`config.mk`:
```
export PLATFORM = sky130hd
export DESIGN_NAME = led_scan_sequencer_flat
export DESIGN_NICKNAME = d
export VERILOG_FILES = /design/src/rtl/led_scan_sequencer_if.sv /design/src/rtl/led_scan_sequencer.sv /design/src/flat_wrapper.sv
export SDC_FILE = /design/constraint.sdc
export NUM_CORES = 1
export LEC_CHECK = 0
export BUFFER_PORTS_ARGS = -buffer_cell sky130_fd_sc_hd__buf_2
export CAP_MARGIN = 0
export CELL_PAD_IN_SITES_DETAIL_PLACEMENT = 0
export CELL_PAD_IN_SITES_GLOBAL_PLACEMENT = 1
export CORE_MARGIN = 2
export CORE_UTILIZATION = 35
export CTS_CLUSTER_DIAMETER = 120
export CTS_CLUSTER_SIZE = 24
export DETAILED_ROUTE_END_ITERATION = 8
export GPL_ROUTABILITY_DRIVEN = 0
export GPL_TIMING_DRIVEN = 0
export MAX_ROUTING_LAYER = met4
export PLACE_DENSITY_LB_ADDON = 0.1
export SYNTH_ARGS = -nofsm -noshare
export SYNTH_HDL_FRONTEND = slang
export SYNTH_SLANG_ARGS = --single-unit
```
`constraint.sdc`:
```
create_clock -name clk -period 1.55 [get_ports clk]
set_input_delay 0.155 -clock clk [delete_from_list [all_inputs] [get_ports clk]]
set_output_delay 0.155 -clock clk [all_outputs]
set_load 0.005 [all_outputs]
```
`src/rtl/led_scan_sequencer_if.sv`:
```
// Signal bundle between the LED scan sequencer and the panel drivers / host.
// The master side is the sequencer; the slave side is whoever consumes the
// driver strobes and raises the enable/swap/brightness requests.
// Optional: define LED_SCAN_FRAME_COUNT_EN to add the 16-bit frame_count.
interface led_scan_sequencer_if #(
  parameter int N_ROWS    = 16,
  parameter int PWM_BITS  = 8,
  parameter int SHIFT_LEN = 64
);
  localparam int ROW_W = (N_ROWS > 1) ? $clog2(N_ROWS) : 1;
  localparam int BIT_W = (SHIFT_LEN > 1) ? $clog2(SHIFT_LEN) : 1;

  logic                enable;
  logic                swap_req;
  logic                bright_req;
  logic                serial_clk;
  logic                latch_enable;
  logic                output_enable_n;
  logic [N_ROWS-1:0]   row_select_n;
  logic [ROW_W-1:0]    active_row_addr;
  logic [PWM_BITS-1:0] pwm_time;
  logic [BIT_W-1:0]    bit_index;
  logic                load_pixels;
  logic                load_brightness;
  logic                shift;
  logic                buf_sel;
  logic                swap_ack;
  logic                frame_start;
`ifdef LED_SCAN_FRAME_COUNT_EN
  logic [15:0]         frame_count;

  modport master (
    input  enable, swap_req, bright_req,
    output serial_clk, latch_enable, output_enable_n, row_select_n,
           active_row_addr, pwm_time, bit_index, load_pixels,
           load_brightness, shift, buf_sel, swap_ack, frame_start,
           frame_count
  );

  modport slave (
    output enable, swap_req, bright_req,
    input  serial_clk, latch_enable, output_enable_n, row_select_n,
           active_row_addr, pwm_time, bit_index, load_pixels,
           load_brightness, shift, buf_sel, swap_ack, frame_start,
           frame_count
  );
`else
  modport master (
    input  enable, swap_req, bright_req,
    output serial_clk, latch_enable, output_enable_n, row_select_n,
           active_row_addr, pwm_time, bit_index, load_pixels,
           load_brightness, shift, buf_sel, swap_ack, frame_start
  );

  modport slave (
    output enable, swap_req, bright_req,
    input  serial_clk, latch_enable, output_enable_n, row_select_n,
           active_row_addr, pwm_time, bit_index, load_pixels,
           load_brightness, shift, buf_sel, swap_ack, frame_start
  );
`endif
endinterface

```
`src/rtl/led_scan_sequencer.sv`:
```
// Timing and scan generator for multiplexed LED panels.
// Each PWM step is LOAD, SHIFT_LEN two-clock serial bits, then LATCH. After
// 2^PWM_BITS steps the row is blanked for BLANK_CYCLES clocks and the row
// address advances. When the row wraps, the frame boundary handles a pending
// buffer swap, an optional brightness-load phase, and the run/stop decision.
// Optional: define LED_SCAN_FRAME_COUNT_EN to add a 16-bit frame counter.
module led_scan_sequencer #(
  parameter int N_ROWS       = 16,
  parameter int PWM_BITS     = 8,
  parameter int SHIFT_LEN    = 64,
  parameter int BLANK_CYCLES = 4
) (
  input  logic               clk,
  input  logic               reset_n,
  led_scan_sequencer_if.master bus
);
  localparam int ROW_W = (N_ROWS > 1) ? $clog2(N_ROWS) : 1;
  localparam int BIT_W = (SHIFT_LEN > 1) ? $clog2(SHIFT_LEN) : 1;
  localparam int BLK_W = (BLANK_CYCLES > 1) ? $clog2(BLANK_CYCLES) : 1;

  localparam logic [BIT_W-1:0]    BIT_LAST   = BIT_W'(SHIFT_LEN - 1);
  localparam logic [ROW_W-1:0]    ROW_LAST   = ROW_W'(N_ROWS - 1);
  localparam logic [PWM_BITS-1:0] PWM_LAST   = {PWM_BITS{1'b1}};
  localparam logic [BLK_W-1:0]    BLANK_LAST = BLK_W'(BLANK_CYCLES - 1);
  localparam logic [N_ROWS-1:0]   ROW_ONE    = N_ROWS'(1);

  typedef enum logic [3:0] {
    IDLE,
    LOAD,
    SHIFT_LO,
    SHIFT_HI,
    LATCH,
    BLANK,
    BRIGHT_LOAD,
    BRIGHT_SHIFT_LO,
    BRIGHT_SHIFT_HI,
    BRIGHT_LATCH
  } state_t;

  state_t              state_q, state_d;
  logic [BIT_W-1:0]    bit_q, bit_d;
  logic [PWM_BITS-1:0] pwm_q, pwm_d;
  logic [ROW_W-1:0]    row_q, row_d;
  logic [BLK_W-1:0]    blank_q, blank_d;
  logic                buf_q, buf_d;
  logic                swap_ack_q, swap_ack_d;
  logic                frame_start_q, frame_start_d;

  logic                serial_clk_c;
  logic                latch_c;
  logic                oe_n_c;
  logic [N_ROWS-1:0]   row_sel_n_c;
  logic                load_pixels_c;
  logic                load_bright_c;
  logic                shift_c;

  // Next-state and counter update logic; frame boundary ordering is swap, then brightness, then enable.
  always_comb begin
    state_d       = state_q;
    bit_d         = bit_q;
    pwm_d         = pwm_q;
    row_d         = row_q;
    blank_d       = blank_q;
    buf_d         = buf_q;
    swap_ack_d    = 1'b0;
    frame_start_d = 1'b0;
    case (state_q)
      IDLE: begin
        if (bus.enable) begin
          state_d       = LOAD;
          frame_start_d = 1'b1;
        end
      end
      LOAD:     state_d = SHIFT_LO;
      SHIFT_LO: state_d = SHIFT_HI;
      SHIFT_HI: begin
        if (bit_q == BIT_LAST) begin
          state_d = LATCH;
        end else begin
          bit_d   = bit_q + BIT_W'(1);
          state_d = SHIFT_LO;
        end
      end
      LATCH: begin
        bit_d   = '0;
        pwm_d   = pwm_q + PWM_BITS'(1);
        state_d = (pwm_q == PWM_LAST) ? BLANK : LOAD;
      end
      BLANK: begin
        if (blank_q == BLANK_LAST) begin
          blank_d = '0;
          row_d   = row_q + ROW_W'(1);
          if (row_q == ROW_LAST) begin
            if (bus.swap_req) begin
              buf_d      = ~buf_q;
              swap_ack_d = 1'b1;
            end
            if (bus.bright_req) begin
              state_d = BRIGHT_LOAD;
            end else if (bus.enable) begin
              state_d       = LOAD;
              frame_start_d = 1'b1;
            end else begin
              state_d = IDLE;
            end
          end else begin
            state_d = LOAD;
          end
        end else begin
          blank_d = blank_q + BLK_W'(1);
        end
      end
      BRIGHT_LOAD:     state_d = BRIGHT_SHIFT_LO;
      BRIGHT_SHIFT_LO: state_d = BRIGHT_SHIFT_HI;
      BRIGHT_SHIFT_HI: begin
        if (bit_q == BIT_LAST) begin
          state_d = BRIGHT_LATCH;
        end else begin
          bit_d   = bit_q + BIT_W'(1);
          state_d = BRIGHT_SHIFT_LO;
        end
      end
      BRIGHT_LATCH: begin
        bit_d = '0;
        if (bus.enable) begin
          state_d       = LOAD;
          frame_start_d = 1'b1;
        end else begin
          state_d = IDLE;
        end
      end
      default: state_d = IDLE;
    endcase
  end

  // State and counter registers; reset aborts any scan immediately.
  always_ff @(posedge clk or negedge reset_n) begin
    if (!reset_n) begin
      state_q       <= IDLE;
      bit_q         <= '0;
      pwm_q         <= '0;
      row_q         <= '0;
      blank_q       <= '0;
      buf_q         <= 1'b0;
      swap_ack_q    <= 1'b0;
      frame_start_q <= 1'b0;
    end else begin
      state_q       <= state_d;
      bit_q         <= bit_d;
      pwm_q         <= pwm_d;
      row_q         <= row_d;
      blank_q       <= blank_d;
      buf_q         <= buf_d;
      swap_ack_q    <= swap_ack_d;
      frame_start_q <= frame_start_d;
    end
  end

  // Driver strobes decoded from the current state; panel is lit only during the scan steps.
  always_comb begin
    serial_clk_c  = 1'b0;
    latch_c       = 1'b0;
    oe_n_c        = 1'b1;
    row_sel_n_c   = '1;
    load_pixels_c = 1'b0;
    load_bright_c = 1'b0;
    shift_c       = 1'b0;
    case (state_q)
      LOAD: begin
        load_pixels_c = 1'b1;
        oe_n_c        = 1'b0;
        row_sel_n_c   = ~(ROW_ONE << row_q);
      end
      SHIFT_LO: begin
        shift_c     = 1'b1;
        oe_n_c      = 1'b0;
        row_sel_n_c = ~(ROW_ONE << row_q);
      end
      SHIFT_HI: begin
        serial_clk_c = 1'b1;
        oe_n_c       = 1'b0;
        row_sel_n_c  = ~(ROW_ONE << row_q);
      end
      LATCH: begin
        latch_c     = 1'b1;
        oe_n_c      = 1'b0;
        row_sel_n_c = ~(ROW_ONE << row_q);
      end
      BRIGHT_LOAD:     load_bright_c = 1'b1;
      BRIGHT_SHIFT_LO: shift_c       = 1'b1;
      BRIGHT_SHIFT_HI: serial_clk_c  = 1'b1;
      BRIGHT_LATCH:    latch_c       = 1'b1;
      default: begin
        oe_n_c = 1'b1;
      end
    endcase
  end

`ifdef LED_SCAN_FRAME_COUNT_EN
  logic [15:0] frame_count_q;

  // Counts frame starts, advancing on the same edge that raises frame_start.
  always_ff @(posedge clk or negedge reset_n) begin
    if (!reset_n) begin
      frame_count_q <= '0;
    end else if (frame_start_d) begin
      frame_count_q <= frame_count_q + 16'd1;
    end
  end

  assign bus.frame_count = frame_count_q;
`endif

  assign bus.serial_clk      = serial_clk_c;
  assign bus.latch_enable    = latch_c;
  assign bus.output_enable_n = oe_n_c;
  assign bus.row_select_n    = row_sel_n_c;
  assign bus.active_row_addr = row_q;
  assign bus.pwm_time        = pwm_q;
  assign bus.bit_index       = bit_q;
  assign bus.load_pixels     = load_pixels_c;
  assign bus.load_brightness = load_bright_c;
  assign bus.shift           = shift_c;
  assign bus.buf_sel         = buf_q;
  assign bus.swap_ack        = swap_ack_q;
  assign bus.frame_start     = frame_start_q;

endmodule

```
`src/flat_wrapper.sv`:
```
// flat-port wrapper written by rule: the top's interface ports become plain ports
module led_scan_sequencer_flat 
#(
  parameter int N_ROWS       = 16,
  parameter int PWM_BITS     = 8,
  parameter int SHIFT_LEN    = 64,
  parameter int BLANK_CYCLES = 4
)
  (clk, reset_n, bus_enable, bus_swap_req, bus_bright_req, bus_serial_clk, bus_latch_enable, bus_output_enable_n, bus_row_select_n, bus_active_row_addr, bus_pwm_time, bus_bit_index, bus_load_pixels, bus_load_brightness, bus_shift, bus_buf_sel, bus_swap_ack, bus_frame_start);
  led_scan_sequencer_if #(.N_ROWS(N_ROWS), .PWM_BITS(PWM_BITS), .SHIFT_LEN(SHIFT_LEN)) bus_i ();
  input  logic clk;
  input  logic reset_n;
  input wire logic [$bits(bus_i.enable)-1:0] bus_enable;
  input wire logic [$bits(bus_i.swap_req)-1:0] bus_swap_req;
  input wire logic [$bits(bus_i.bright_req)-1:0] bus_bright_req;
  output wire logic [$bits(bus_i.serial_clk)-1:0] bus_serial_clk;
  output wire logic [$bits(bus_i.latch_enable)-1:0] bus_latch_enable;
  output wire logic [$bits(bus_i.output_enable_n)-1:0] bus_output_enable_n;
  output wire logic [$bits(bus_i.row_select_n)-1:0] bus_row_select_n;
  output wire logic [$bits(bus_i.active_row_addr)-1:0] bus_active_row_addr;
  output wire logic [$bits(bus_i.pwm_time)-1:0] bus_pwm_time;
  output wire logic [$bits(bus_i.bit_index)-1:0] bus_bit_index;
  output wire logic [$bits(bus_i.load_pixels)-1:0] bus_load_pixels;
  output wire logic [$bits(bus_i.load_brightness)-1:0] bus_load_brightness;
  output wire logic [$bits(bus_i.shift)-1:0] bus_shift;
  output wire logic [$bits(bus_i.buf_sel)-1:0] bus_buf_sel;
  output wire logic [$bits(bus_i.swap_ack)-1:0] bus_swap_ack;
  output wire logic [$bits(bus_i.frame_start)-1:0] bus_frame_start;
  assign bus_i.enable = bus_enable;
  assign bus_i.swap_req = bus_swap_req;
  assign bus_i.bright_req = bus_bright_req;
  assign bus_serial_clk = bus_i.serial_clk;
  assign bus_latch_enable = bus_i.latch_enable;
  assign bus_output_enable_n = bus_i.output_enable_n;
  assign bus_row_select_n = bus_i.row_select_n;
  assign bus_active_row_addr = bus_i.active_row_addr;
  assign bus_pwm_time = bus_i.pwm_time;
  assign bus_bit_index = bus_i.bit_index;
  assign bus_load_pixels = bus_i.load_pixels;
  assign bus_load_brightness = bus_i.load_brightness;
  assign bus_shift = bus_i.shift;
  assign bus_buf_sel = bus_i.buf_sel;
  assign bus_swap_ack = bus_i.swap_ack;
  assign bus_frame_start = bus_i.frame_start;
  led_scan_sequencer #(.N_ROWS(N_ROWS), .PWM_BITS(PWM_BITS), .SHIFT_LEN(SHIFT_LEN), .BLANK_CYCLES(BLANK_CYCLES)) u_core (.clk(clk), .reset_n(reset_n), .bus(bus_i));
endmodule
```
# Yosys cells after proc, flatten, opt, wreduce, memory -nomap -nowiden

Index checks and enable logic that the tools add are counted.

$add $sub $neg: 4
Multipliers: 0
Div/mod/pow operators: 0
$lt $le $gt $ge: 0
Eq/ne operators: 16
Shift operators: 1
Multiplexer cells: 28
Bitwise gates (word level): 2
Reduce and logical (&&, ||, !) cells: 11

Operators with widths:

| cell                   | number |
|---|---|
| $pmux W4 S10           | 1 |
| $mux W4                | 5 |
| $eq A4 B3 Y1 const B   | 4 |
| $mux W16               | 1 |
| $not A16 Y16           | 1 |
| $shl A1 B4 Y16 const A | 1 |
| $mux W1                | 15 |
| $eq A4 B4 Y1 const B   | 3 |
| $pmux W6 S2            | 1 |
| $add A8 B1 Y8 const B  | 1 |
| $eq A4 B2 Y1 const B   | 2 |
| $eq A8 B8 Y1 const B   | 1 |
| $reduce_or A2 Y1       | 4 |
| $add A6 B1 Y6 const B  | 1 |
| $eq A6 B6 Y1 const B   | 1 |
| $mux W3                | 2 |
| $mux W6                | 1 |
| $reduce_and A2 Y1      | 3 |
| $add A4 B1 Y4 const B  | 1 |
| $eq A4 B1 Y1 const B   | 1 |
| $logic_not A4 Y1       | 1 |
| $ne A2 B2 Y1 const B   | 2 |
| $reduce_and A4 Y1      | 1 |
| $reduce_or A4 Y1       | 1 |
| 7 further kinds        | 7 |

Flip-flop bits (word level): 27
Latch bits: 0
Memory bits (writable): 0
Bits in read-only memories: 0
Input bits: 5
Logic and storage cells: 70
Memories: 0

# Longest topological paths before layout

Word-level depth: 5
Mapped depth: 7
Gate-level depth less buffers: 6

# Worst setup path after synthesis

No wires, ideal clock.

Path type: register -> register
Start point: register u_core.bit_q[0] (netlist: u_core.bus.bit_index[0])
End point: register u_core.state_q[2]
Library setup time: 0.129 ns
Arrival time: 1.373 ns
Path slack: 0.047 ns
Cell stages (with the launch flop): 7
Path buffers: 0
Cells stage by stage: dfrtp_1 > ha_1 > and3_1 > nand3_1 > nor4_1 > o31ai_1 > o21ai_1

Longest elaborated chain between the ends: 3

Ends and longest elaborated chain:

| what                                      | line                                                | text |
|---|---|---|
| from (decl)                               | led_scan_sequencer.sv:41                            | `logic [BIT_W-1:0] bit_q, bit_d;` |
| from (signal assigned)                    | led_scan_sequencer.sv:149                           | `bit_q <= bit_d;` |
| $eq A6 B6 Y1 (*)                          | led_scan_sequencer.sv:77, led_scan_sequencer.sv:116 |  |
| $mux W4 / $mux W3 (equally long branches) | led_scan_sequencer.sv:116, led_scan_sequencer.sv:77 |  |
| $pmux W4 S10 (*)                          | led_scan_sequencer.sv:67                            | `case (state_q)` |
| to (signal assigned)                      | led_scan_sequencer.sv:148                           | `state_q <= state_d;` |
| to (decl)                                 | led_scan_sequencer.sv:40                            | `state_t state_q, state_d;` |

Mark *: on every way between the ends. The rest lies on a longest branch, timed or not.
A chain may end at the register's enable or synchronous reset.

# Worst setup path after layout

Start point: register u_core.state_q[0]
End point: output port bus_row_select_n[14]

Longest elaborated chain between the ends: 3

Ends and longest elaborated chain:

| what                                 | line                      | text |
|---|---|---|
| $eq A4 B2 Y1 (tied with other cells) | led_scan_sequencer.sv:168 | `case (state_q)` |
| $reduce_or A4 Y1 (no line) (*)       | n/a                       |  |
| $mux W16 (*)                         | n/a                       |  |
| to (decl)                            | flat_wrapper.sv:19        | `output wire logic [$bits(bus_i.row_select_n)-1:0] bus_row_select_n;` |

Marked as above.

==> impl_metrics.tcl <==
set metrics [dict create \
    run_status "finished, violations left" \
    failing_checks "setup timing" \
    drt_drc_violations_left 0 \
    synth_largest_area_cell "dfrtp_1" \
    drt_iter0_markers 38 \
    yosysWarnings 0 \
    timing.final.hold_violations 0 \
    clock_skew_ns 0.00425 \
    drive_above_1_share_pct 58.3 \
    max_cap_violations 0 \
    power.leakage_nw 1.25 \
    pwr-share-seq_pct 60.9 \
    cellPowerDensity_mw_per_mm2 442 \
    post_layout_nonfiller_instances 306 \
    starting_density_pct 36.0 \
    clkSlewWorstSetupHoldPaths_ns 0.10 \
    ys_top_cells_by_area "dfrtp_1, ha_1, nand3_1" \
    synth.lib_cells_used.distinct 50 \
    rsz_0062_raised_after_global_routing "true" \
    width_of_the_die_um 73.5 \
    drv_slew 0 \
    critPathSlowestCell "dfrtp_2" \
    critical_path_class "reg -> out" \
    h-tree-depth 1 \
    root_buffer "clkbuf_8" \
    floorplan.rows 25 \
    p_int_mw 0.894 \
    floorplan.die.height_um 73.5 \
    overflow_left_after_global_routing 0 \
    timing.final.crit_period_ns 1.76 \
    synth.yosys.seq_area_share_pct 40.0 \
    critical_path.max_fanout 5 \
    filler_cell_count 425 \
    setup_violations 31 \
    net_count_synth 188 \
    number_of_nets_in_the_final_layout 267 \
    max-clock-path-buffers 2 \
    synth_area_per_cell_sq_um 9.71 \
    worst-endpoint-arrival_ns 1.61 \
    cts_inserted_buffers 3 \
    routed_wire_length_um 4480 \
    first_global_vias 1422 \
    fp.dieArea_sq_mm 0.00540 \
    worst-path-buf-inv 1 \
    drt.antenna.violating_nets 0 \
    synth_edf_count 0 \
    drt_first_pass_iters 4 \
    hp-class "in -> reg" \
    relSlewSlack_pct 57.3 \
    timing.setup.tns_ns -3.65 \
    pin_count_of_the_biggest_net_entering_global_routing 28 \
    slew_at_the_pin_closest_to_its_max_slew_limit_ns 0.641 \
    endpoint_kind "output port" \
    syn-instance-count 174 \
    setup_slack_on_the_worst_flop_to_flop_path_ns -0.15 \
    postSynthRegisterBits 27 \
    power.clock.fraction_pct 36.7 \
    n_antenna_cell 0 \
    crit_top_cell "nor2_4" \
    power.combinational.fraction_pct 2.4 \
    antenna_found_initial 0 \
    power.switching_fraction_pct 22.6 \
    num_io_pins 48 \
    core-area_sq_mm 0.00469 \
    crit_path_max_incr_delay_ns 0.44 \
    syn2layout_area_growth_pct 54.5 \
    routedWlPerCell_um 14.6 \
    async_set_reset_flop_share_out_of_synthesis_pct 100 \
    hold_slack_ns 0.137 \
    clock-sinks 27 \
    power.net_switching_mw 0.261 \
    cp_cell_sequence "nor2_4, xor2_1, or2_4, nor2_4, nand3_2, buf_6" \
    pwr_total_mw 1.15 \
    clock_insertion_delay_worst_skew_ns 0.28 \
    synth_largest_type_area_fraction_pct 40.0 \
    crit_required_ns 1.39 \
    via_density_per_instance 5.07 \
    grtUsageTotal_pct 16.3 \
    grt_first_pass_wirelength_um 6740 \
    vias 1552 \
    finalCoreUtilization_pct 55.6 \
    synth.cell_area_sq_mm 0.00169 \
    timing.fmax_mhz 567 \
    place.detailed.instances 275 \
    most_frequent_cell_after_synthesis "dfrtp_1" \
    synthFlopType "dfrtp_1" \
    tritoncts "yes" \
    post_synth_most_frequent_cells "dfrtp_1, nand2_1, nand3_1" \
    startpoint_types "register" \
    io_buffers 47 \
    largest_delay_share_family_worst_path "simple AND/OR/NAND/NOR gates" \
    ir_drop_v 0.000299 \
    fin_ws_ns -0.212 \
    final.period_utilization_pct 114 \
    hpwlAfterDp_um 2880 \
]
## what timing repair did
item / CTS / global route
gates cloned: 2 / 0
hold buffers: 1 / 0
endpoints found under the setup margin: 33 / 38
pin swaps: 26 / 22
endpoints found under the hold margin: 27 / 0
resized for setup: 40 / 42
setup buffers: 14 / 12
## power by group through the flow
stage | clock [mW] | sequential [mW] | combinational (mW)
CTS | 0.428 | 0.704 | 0.0259
global route | 0.466 | 0.704 | 0.0318
global placement | 0 | 0.718 | 0.0237
floorplan | 0 | 0.718 | 0.00307
finish | 0.424 | 0.704 | 0.0273
detailed placement | 0 | 0.718 | 0.0240
## layout make-up
cell class	count	area, sq um	area share, %
multi-input combinational	131	1200	46.1
timing repair buffer	76	513	19.7
clock inverter	1	7.51	0.288
inverter	8	35.0	1.34
sequential	27	681	26.1
buffer	6	61.3	2.35
tap	54	67.6	2.59
clock buffer	3	41.3	1.58
## tightest hold or removal path, delay by kind of cell
kind	cells	cell delay (ns)
buffers and inverters	2	0.19
AOI/OAI and AO/OA	1	0.04
## logic make-up (layout without fill, tap and decap cells)
group | after synthesis | after routing | share of synthesized area, %
multiplexers | 2 | 2 | 1.26
AND/OR/NAND/NOR | 82 | 82 | 29.6
AO/OA/AOI/OAI | 23 | 23 | 9.26
flip-flops | 27 | 27 | 40.0
buffers and inverters | 16 | 94 | 4.96
XOR/XNOR | 15 | 15 | 8.22
adder cells (fa/ha/maj) | 9 | 9 | 6.67
## path summary, 6_finish.rpt
kind / from / endpoint / cells after the start
max: u_core.state_q[0]$_DFFE_PN0P_ / bus_row_select_n[14] / 6
min: bus_enable / u_core.bus.frame_start$_DFF_PN0_ / 3
max reg2reg: u_core.state_q[1]$_DFFE_PN0P_ / u_core.state_q[2]$_DFFE_PN0P_ / 6
min reg2reg: u_core.bus.buf_sel$_DFFE_PN0P_ / u_core.bus.buf_sel$_DFFE_PN0P_ / 1
max in group asynchronous: reset_n / u_core.state_q[2]$_DFFE_PN0P_ / 2
min in group asynchronous: reset_n / u_core.bus.swap_ack$_DFF_PN0_ / 2
## layout by cell type, fill, tap and decap left out, drive strengths merged, types with 2 or more instances in the layout
cell type,synthesis,layout
xnor2,9,9
xor2,6,6
nand3,19,19
nor4,3,3
and3,6,6
buf,7,79
nor3,3,3
o21ai,10,10
and4bb,2,2
dfrtp,27,27
a21oi,2,2
nand2,25,25
nor2,8,8
o221ai,2,2
ha,9,9
nand2b,3,3
clkbuf,1,4
nand3b,3,3
nor3b,2,2
nand4,3,3
inv,8,8
o21a,2,2
## state kept, by name, summed over array words and instances (netlist names)
name / flops
u_core.bus.pwm_time: 8
u_core.bus.swap_ack: 1
u_core.bus.buf_sel: 1
u_core.bus.bit_index: 6
u_core.bus.active_row_addr: 4
u_core.bus.frame_start: 1
u_core.blank_q: 2
u_core.state_q: 4
## per-layer routing
metal	part of all wire (%)	track usage, %	wire [um]	vias to the layer above
met3	3.8	2.61	171	2
li1	-	-	-	766
met5	0	-	0	-
met2	51	27.3	2300	36
met4	0.38	4.85	17	0
met1	44	20.1	1990	748
## stage by stage
stage / cell area [sq um] / worst slack, ns
2_1_floorplan: 1690 / 0.0473
3_3_place_gp: 1990 / -0.125
3_5_place_dp: 1990 / -0.126
4_1_cts: 2350 / -0.210
5_1_grt: 2610 / -0.319
6_report: 2610 / -0.212
(Power assumes the default switching activity.)
